File: config.mk
export PLATFORM = sky130hd
export DESIGN_NAME = grf_regfile_flat
export DESIGN_NICKNAME = d
export VERILOG_FILES = /design/src/rtl/grf_regfile_if.sv /design/src/rtl/grf_regfile.sv /design/src/flat_wrapper.sv
export SDC_FILE = /design/constraint.sdc
export NUM_CORES = 2
export LEC_CHECK = 0
export CAP_MARGIN = 20
export CORE_ASPECT_RATIO = 1.2
export CORE_MARGIN = 2
export CORE_UTILIZATION = 50
export CTS_CLUSTER_DIAMETER = 30
export DETAILED_ROUTE_END_ITERATION = 16
export DONT_BUFFER_PORTS = 1
export GPL_ROUTABILITY_DRIVEN = 0
export PLACE_DENSITY = 0.69
export SYNTH_ARGS = -nofsm -noshare
export SYNTH_HDL_FRONTEND = slang
export SYNTH_SLANG_ARGS = --single-unit
File: constraint.sdc
create_clock -name clk -period 2.3 [get_ports clk]
set_clock_uncertainty 0.15 [all_clocks]
set_input_delay 0.46 -clock clk [delete_from_list [all_inputs] [get_ports clk]]
set_output_delay 0.46 -clock clk [all_outputs]
set_load 0.02 [all_outputs]
File: src/rtl/grf_regfile_if.sv
// ---------------------------------------------------------------------------
// grf_regfile_if -- register-file access bus.
//   WE3  write enable (active-high)
//   PC   address of the writing instruction (write log only)
//   A1   read address, port 1      RD1  read data, port 1
//   A2   read address, port 2      RD2  read data, port 2
//   A3   write address             WD   write data
// master: the CPU side that drives addresses/data and receives read data.
// slave : the register file.
// ---------------------------------------------------------------------------
interface grf_regfile_if;
  logic        WE3;
  logic [31:0] PC;
  logic [4:0]  A1;
  logic [4:0]  A2;
  logic [4:0]  A3;
  logic [31:0] WD;
  logic [31:0] RD1;
  logic [31:0] RD2;

  modport master (
    output WE3, PC, A1, A2, A3, WD,
    input  RD1, RD2
  );

  modport slave (
    input  WE3, PC, A1, A2, A3, WD,
    output RD1, RD2
  );
endinterface

File: src/rtl/grf_regfile.sv
// ---------------------------------------------------------------------------
// grf_regfile -- 32 x 32-bit register file, two combinational read ports and
// one synchronous write port. Register 0 is hard-wired to zero.
//   clk    sole clock, rising edge
//   reset  asynchronous, active-low; clears all registers immediately
//   bus    grf_regfile_if.slave (WE3, PC, A1, A2, A3, WD in; RD1, RD2 out)
// Parameter BYPASS: 1 forwards a same-cycle write onto the read ports before
// the edge; 0 shows stored contents only.
// Each committed write prints "@PC: $A3 <= WD" in simulation.
// ---------------------------------------------------------------------------
module grf_regfile #(
  parameter int BYPASS = 0
) (
  input  logic          clk,
  input  logic          reset,
  grf_regfile_if.slave  bus
);

  logic [31:0] r_regs [32];
  logic        w_wr_en;
  logic [31:0] w_rd1;
  logic [31:0] w_rd2;

  // A write commits only for a known-1 enable outside reset and a non-zero
  // target; an X/Z enable compares as not-equal and so never writes.
  assign w_wr_en = (bus.WE3 == 1'b1) && (bus.A3 != 5'd0) && (reset == 1'b1);

  always_ff @(posedge clk or negedge reset) begin
    if (!reset) begin
      for (int i = 0; i < 32; i++) begin
        r_regs[i] <= 32'h0000_0000;
      end
    end else if (w_wr_en) begin
      r_regs[bus.A3] <= bus.WD;
`ifndef SYNTHESIS
      $display("@%h: $%d <= %h", bus.PC, bus.A3, bus.WD);
`endif
    end
  end

  // Register 0 is never written and is cleared by reset, so it reads zero
  // without a dedicated mux.
  always_comb begin
    w_rd1 = r_regs[bus.A1];
    w_rd2 = r_regs[bus.A2];
    if (BYPASS != 0) begin
      if (w_wr_en && (bus.A1 == bus.A3)) w_rd1 = bus.WD;
      if (w_wr_en && (bus.A2 == bus.A3)) w_rd2 = bus.WD;
    end
  end

  assign bus.RD1 = w_rd1;
  assign bus.RD2 = w_rd2;

endmodule

File: src/flat_wrapper.sv
// flat-port wrapper written by rule: the top's interface ports become plain ports
module grf_regfile_flat 
#(
  parameter int BYPASS = 0
)
  (clk, reset, bus_WE3, bus_PC, bus_A1, bus_A2, bus_A3, bus_WD, bus_RD1, bus_RD2);
  grf_regfile_if bus_i ();
  input  logic clk;
  input  logic reset;
  input wire logic [$bits(bus_i.WE3)-1:0] bus_WE3;
  input wire logic [$bits(bus_i.PC)-1:0] bus_PC;
  input wire logic [$bits(bus_i.A1)-1:0] bus_A1;
  input wire logic [$bits(bus_i.A2)-1:0] bus_A2;
  input wire logic [$bits(bus_i.A3)-1:0] bus_A3;
  input wire logic [$bits(bus_i.WD)-1:0] bus_WD;
  output wire logic [$bits(bus_i.RD1)-1:0] bus_RD1;
  output wire logic [$bits(bus_i.RD2)-1:0] bus_RD2;
  assign bus_i.WE3 = bus_WE3;
  assign bus_i.PC = bus_PC;
  assign bus_i.A1 = bus_A1;
  assign bus_i.A2 = bus_A2;
  assign bus_i.A3 = bus_A3;
  assign bus_i.WD = bus_WD;
  assign bus_RD1 = bus_i.RD1;
  assign bus_RD2 = bus_i.RD2;
  grf_regfile #(.BYPASS(BYPASS)) u_core (.clk(clk), .reset(reset), .bus(bus_i));
endmodule
==> key figures <==
Detailed routing
  – DRC: 0
  – Post-route ant nets: 0
  – Average wire per standard cell: 28.25 um
  – Vias/cell: 6.372
  – DR iter-0 viols: 3742
  – WL final: 180.7 mm
  – First-pass DRT Iterations: 8
  – Via count: between 40k and 50k

Job
  – Maxcap violations: 0

Clock tree
  – Clk pin slew, worst setup/hold paths: around 0.050 ns
  – CTS root buffer: clkbuf_16
  – CTS tree: built
  – CTS Buf Count: between 200 and 250
  – Clk sinks: roughly 1k
  – H-tree levels: 4
  – Clock latency on the worst-skew pair: roughly 0.8 ns
  – Clock Path Buffers: 3

Setup path
  – Crit. End Element: primary output
  – Setup CP Type: primary input to primary output
  – RR Startpoint: u_core.r_regs[757]
  – Critical Path AT: roughly 3.7 ns
  – Slowest stage delay, CP: roughly 0.95 ns
  – Worst EP required: 1.69 ns
  – Worst setup SP type: primary input
  – Worst path top cell family by delay: multiplexers
  – Worst r2r dst: u_core.r_regs[757]
  – Reg2Reg Depth: 2
  – R2R Setup Slk: 0.78 ns
  – Buffers & Inverters on Critical Path: 1
  – Crit path max fanout: between 500 and 600
  – CP Cell Sequence: mux2i_2 > a22o_1 > nor3_1 > a31oi_1 > nand3_2 > buf_12
  – Slowest cell on crit path: mux2i_2

Global route
  – Largest net degree at the start of global routing: slightly above 1k
  – GRT met3 Usage: 7.532%
  – Number of global-route vias before repair: 41.47k
  – GR Overflow Total: 0
  – Routing usage on met1: between 40% and 50%
  – Grt peak-use layer: met2
  – Total track usage: 31.01%
  – First-pass GRT wire length: between 200 and 300 mm
  – Met2 Usage GRT: between 40 and 50%
  – Initial antenna violation count: 9

Yosys
  – Register area share after synthesis: a little under half
  – Syn Area/Cell: between 10 and 15 um^2
  – Synthesized instance count: between 4k and 5k
  – Post-synthesis register bit count: between 1k and 1.5k
  – Synthesized area: between 0.05 and 0.06 mm^2
  – Syn_nets: 4688
  – Post-synth EDFFs: 0
  – Async set or reset register ratio after synthesis: 100.0%
  – Top post-synthesis cells by area: dfrtp_1, mux2_2, mux2i_1
  – Primary FF master, synth: dfrtp_1
  – Netlist cell types: 29
  – Post-synth top cells: dfrtp_1, mux2i_1, mux2_2
  – Synth top area share: 46.01%
  – Area leader, netlist: dfrtp_1
  – Ys Warns: 0

Pwr
  – Power density cells: approximately 900 mW/mm^2
  – Combinational share of power: between 10% and 20%
  – NetSw: about 0.016 W
  – Sw frac: between 20% and 30%
  – Leak: 33.35 nW
  – Clock power share: 50.8%
  – Internal power: approximately 0.046 W
  – Register share of total power: between 30% and 40%
  – Peak VDD IR: roughly 900 uV

Die
  – Die Footprint: approximately 0.11 mm^2
  – Ports: approximately 150
  – Core area: 0.1108 mm^2
  – Row cnt: between 100 and 150
  – Chip height: 369.6 um
  – Initial core utilization: between 50% and 60%
  – Die Span X: ~300 um

Cells and area
  – Biggest register: u_core.r_regs
  – Final core utilization: 62.97%
  – Design Area, Final: ~0.07 mm^2
  – Layout cells sized above 1: between 30% and 40%
  – Largest regs: u_core.r_regs (1024)
  – Max reg flops: between 1k and 1.5k
  – Final cell count without fillers: 6396
  – Area Growth Syn to Fin: 25.29%
  – Final #Nets: around 4.8k
  – Fill count: approximately 8.2k

Timing
  – Max Transition Viols Final: around 320
  – Final hold slack: -0.5596 ns
  – F_max: 232.8 MHz
  – Setup TNS Final: -47.49 ns
  – Fin crit period: ~4.3 ns
  – Tcrit/Tclk final: 186.8%
  – Final hold viol count: slightly below 300
  – Setup WS post-layout: -1.996 ns
  – Max-Slew Margin vs Limit: -104.9%
  – # setup viols final: 66
  – RSZ-0062 raised after global routing: yes
  – Least-Margin Pin Slew: 3.074 ns

Placed design
  – Area post-placement: roughly 0.060 mm^2
  – Port-buffer cells: 0
  – Dpl cells: between 5k and 6k
  – DP HPWL: around 110 mm

Status
  – Status: finished, violations left
  – Failing checks: hold timing, slew limit, setup timing

Min path
  – Worst hold path type: primary input to asynchronous set/reset pin
==> power by group through the flow <==
stage / clock [W] / combinational [W] / sequential, W
floorplan: 0 / 0.00590 / 0.0219
global route: 0.0329 / 0.00907 / 0.0225
CTS: 0.0319 / 0.00776 / 0.0221
finish: 0.0317 / 0.00853 / 0.0222
global placement: 0 / 0.00684 / 0.0222
detailed placement: 0 / 0.00699 / 0.0224
==> cell type report <==
type | count | area [um^2] | share of cell area (%)
repair buffers | 383 | 5211 | 7.468
diodes | 5 | 12.51 | 0.01793
multi-input cells | 3105 | 29590 | 42.41
flip-flops and latches | 1024 | 25620 | 36.72
clock buffers | 269 | 5807 | 8.322
clock inverters | 114 | 1659 | 2.378
well taps | 1496 | 1872 | 2.682
==> stage by stage <==
stage | worst slack, ns | hold slack (ns) | power [W]
after CTS | -0.6395 | -0.8367 | 0.06182
after detailed placement | -0.3123 | 0.03215 | 0.02936
after global placement | -0.3508 | 0.03097 | 0.02906
after floorplan | -0.01296 | 0.01441 | 0.02777
final | -1.996 | -0.5596 | 0.06247
after global routing | -0.6722 | -0.4894 | 0.06448
==> kinds of logic after synthesis <==
family          share of synthesized area [%]
flops                                   46.01
compound gates                          7.045
buf+inv                                 4.232
simple gates                            4.253
mux                                     38.46
==> worst reg2reg max path, cell delays in order, from the launching register on <==
cell and delay [ns]:
dfrtp_1 0.42, mux2_2 0.27, dlygate4sd3_1 0.55
==> cell usage in the layout (no fill, tap or decap), types with 130 or more instances in the layout <==
master	count
mux2_2	965
a21oi_1	192
mux2i_1	1022
buf_4	163
clkbuf_16	218
nand2_1	194
buf_12	135
a22oi_1	190
dfrtp_1	1024
nand3_1	130
==> repair_timing <==
item,CTS,global route
setup endpoints to repair,64,1449
gates resized for setup,186,35
pin swaps,138,90
buffers inserted,10,9
hold endpoints to repair,2016,466
hold buffers,44,17
gates cloned,0,6
==> worst max-delay path by stage <==
stage	from	end	depth (start not counted)
after floorplan	bus_A2[1]	bus_RD2[0]	8
after global placement	bus_A2[0]	bus_RD2[9]	7
after detailed placement	bus_A2[0]	bus_RD2[9]	7
after CTS	u_core.r_regs[824]	bus_RD1[24]	6
after global routing	u_core.r_regs[974]	bus_RD2[14]	6
final	bus_A2[1]	bus_RD2[0]	6
==> metal layers <==
metal	part of all wire, %	wire length [um]	up-vias
met5	0.051	92	-
li1	-	-	17270
met2	47	85090	1705
met4	4.6	8292	12
met3	7.5	13560	483
met1	41	73660	21284
Power figures use the tool's default switching activity.
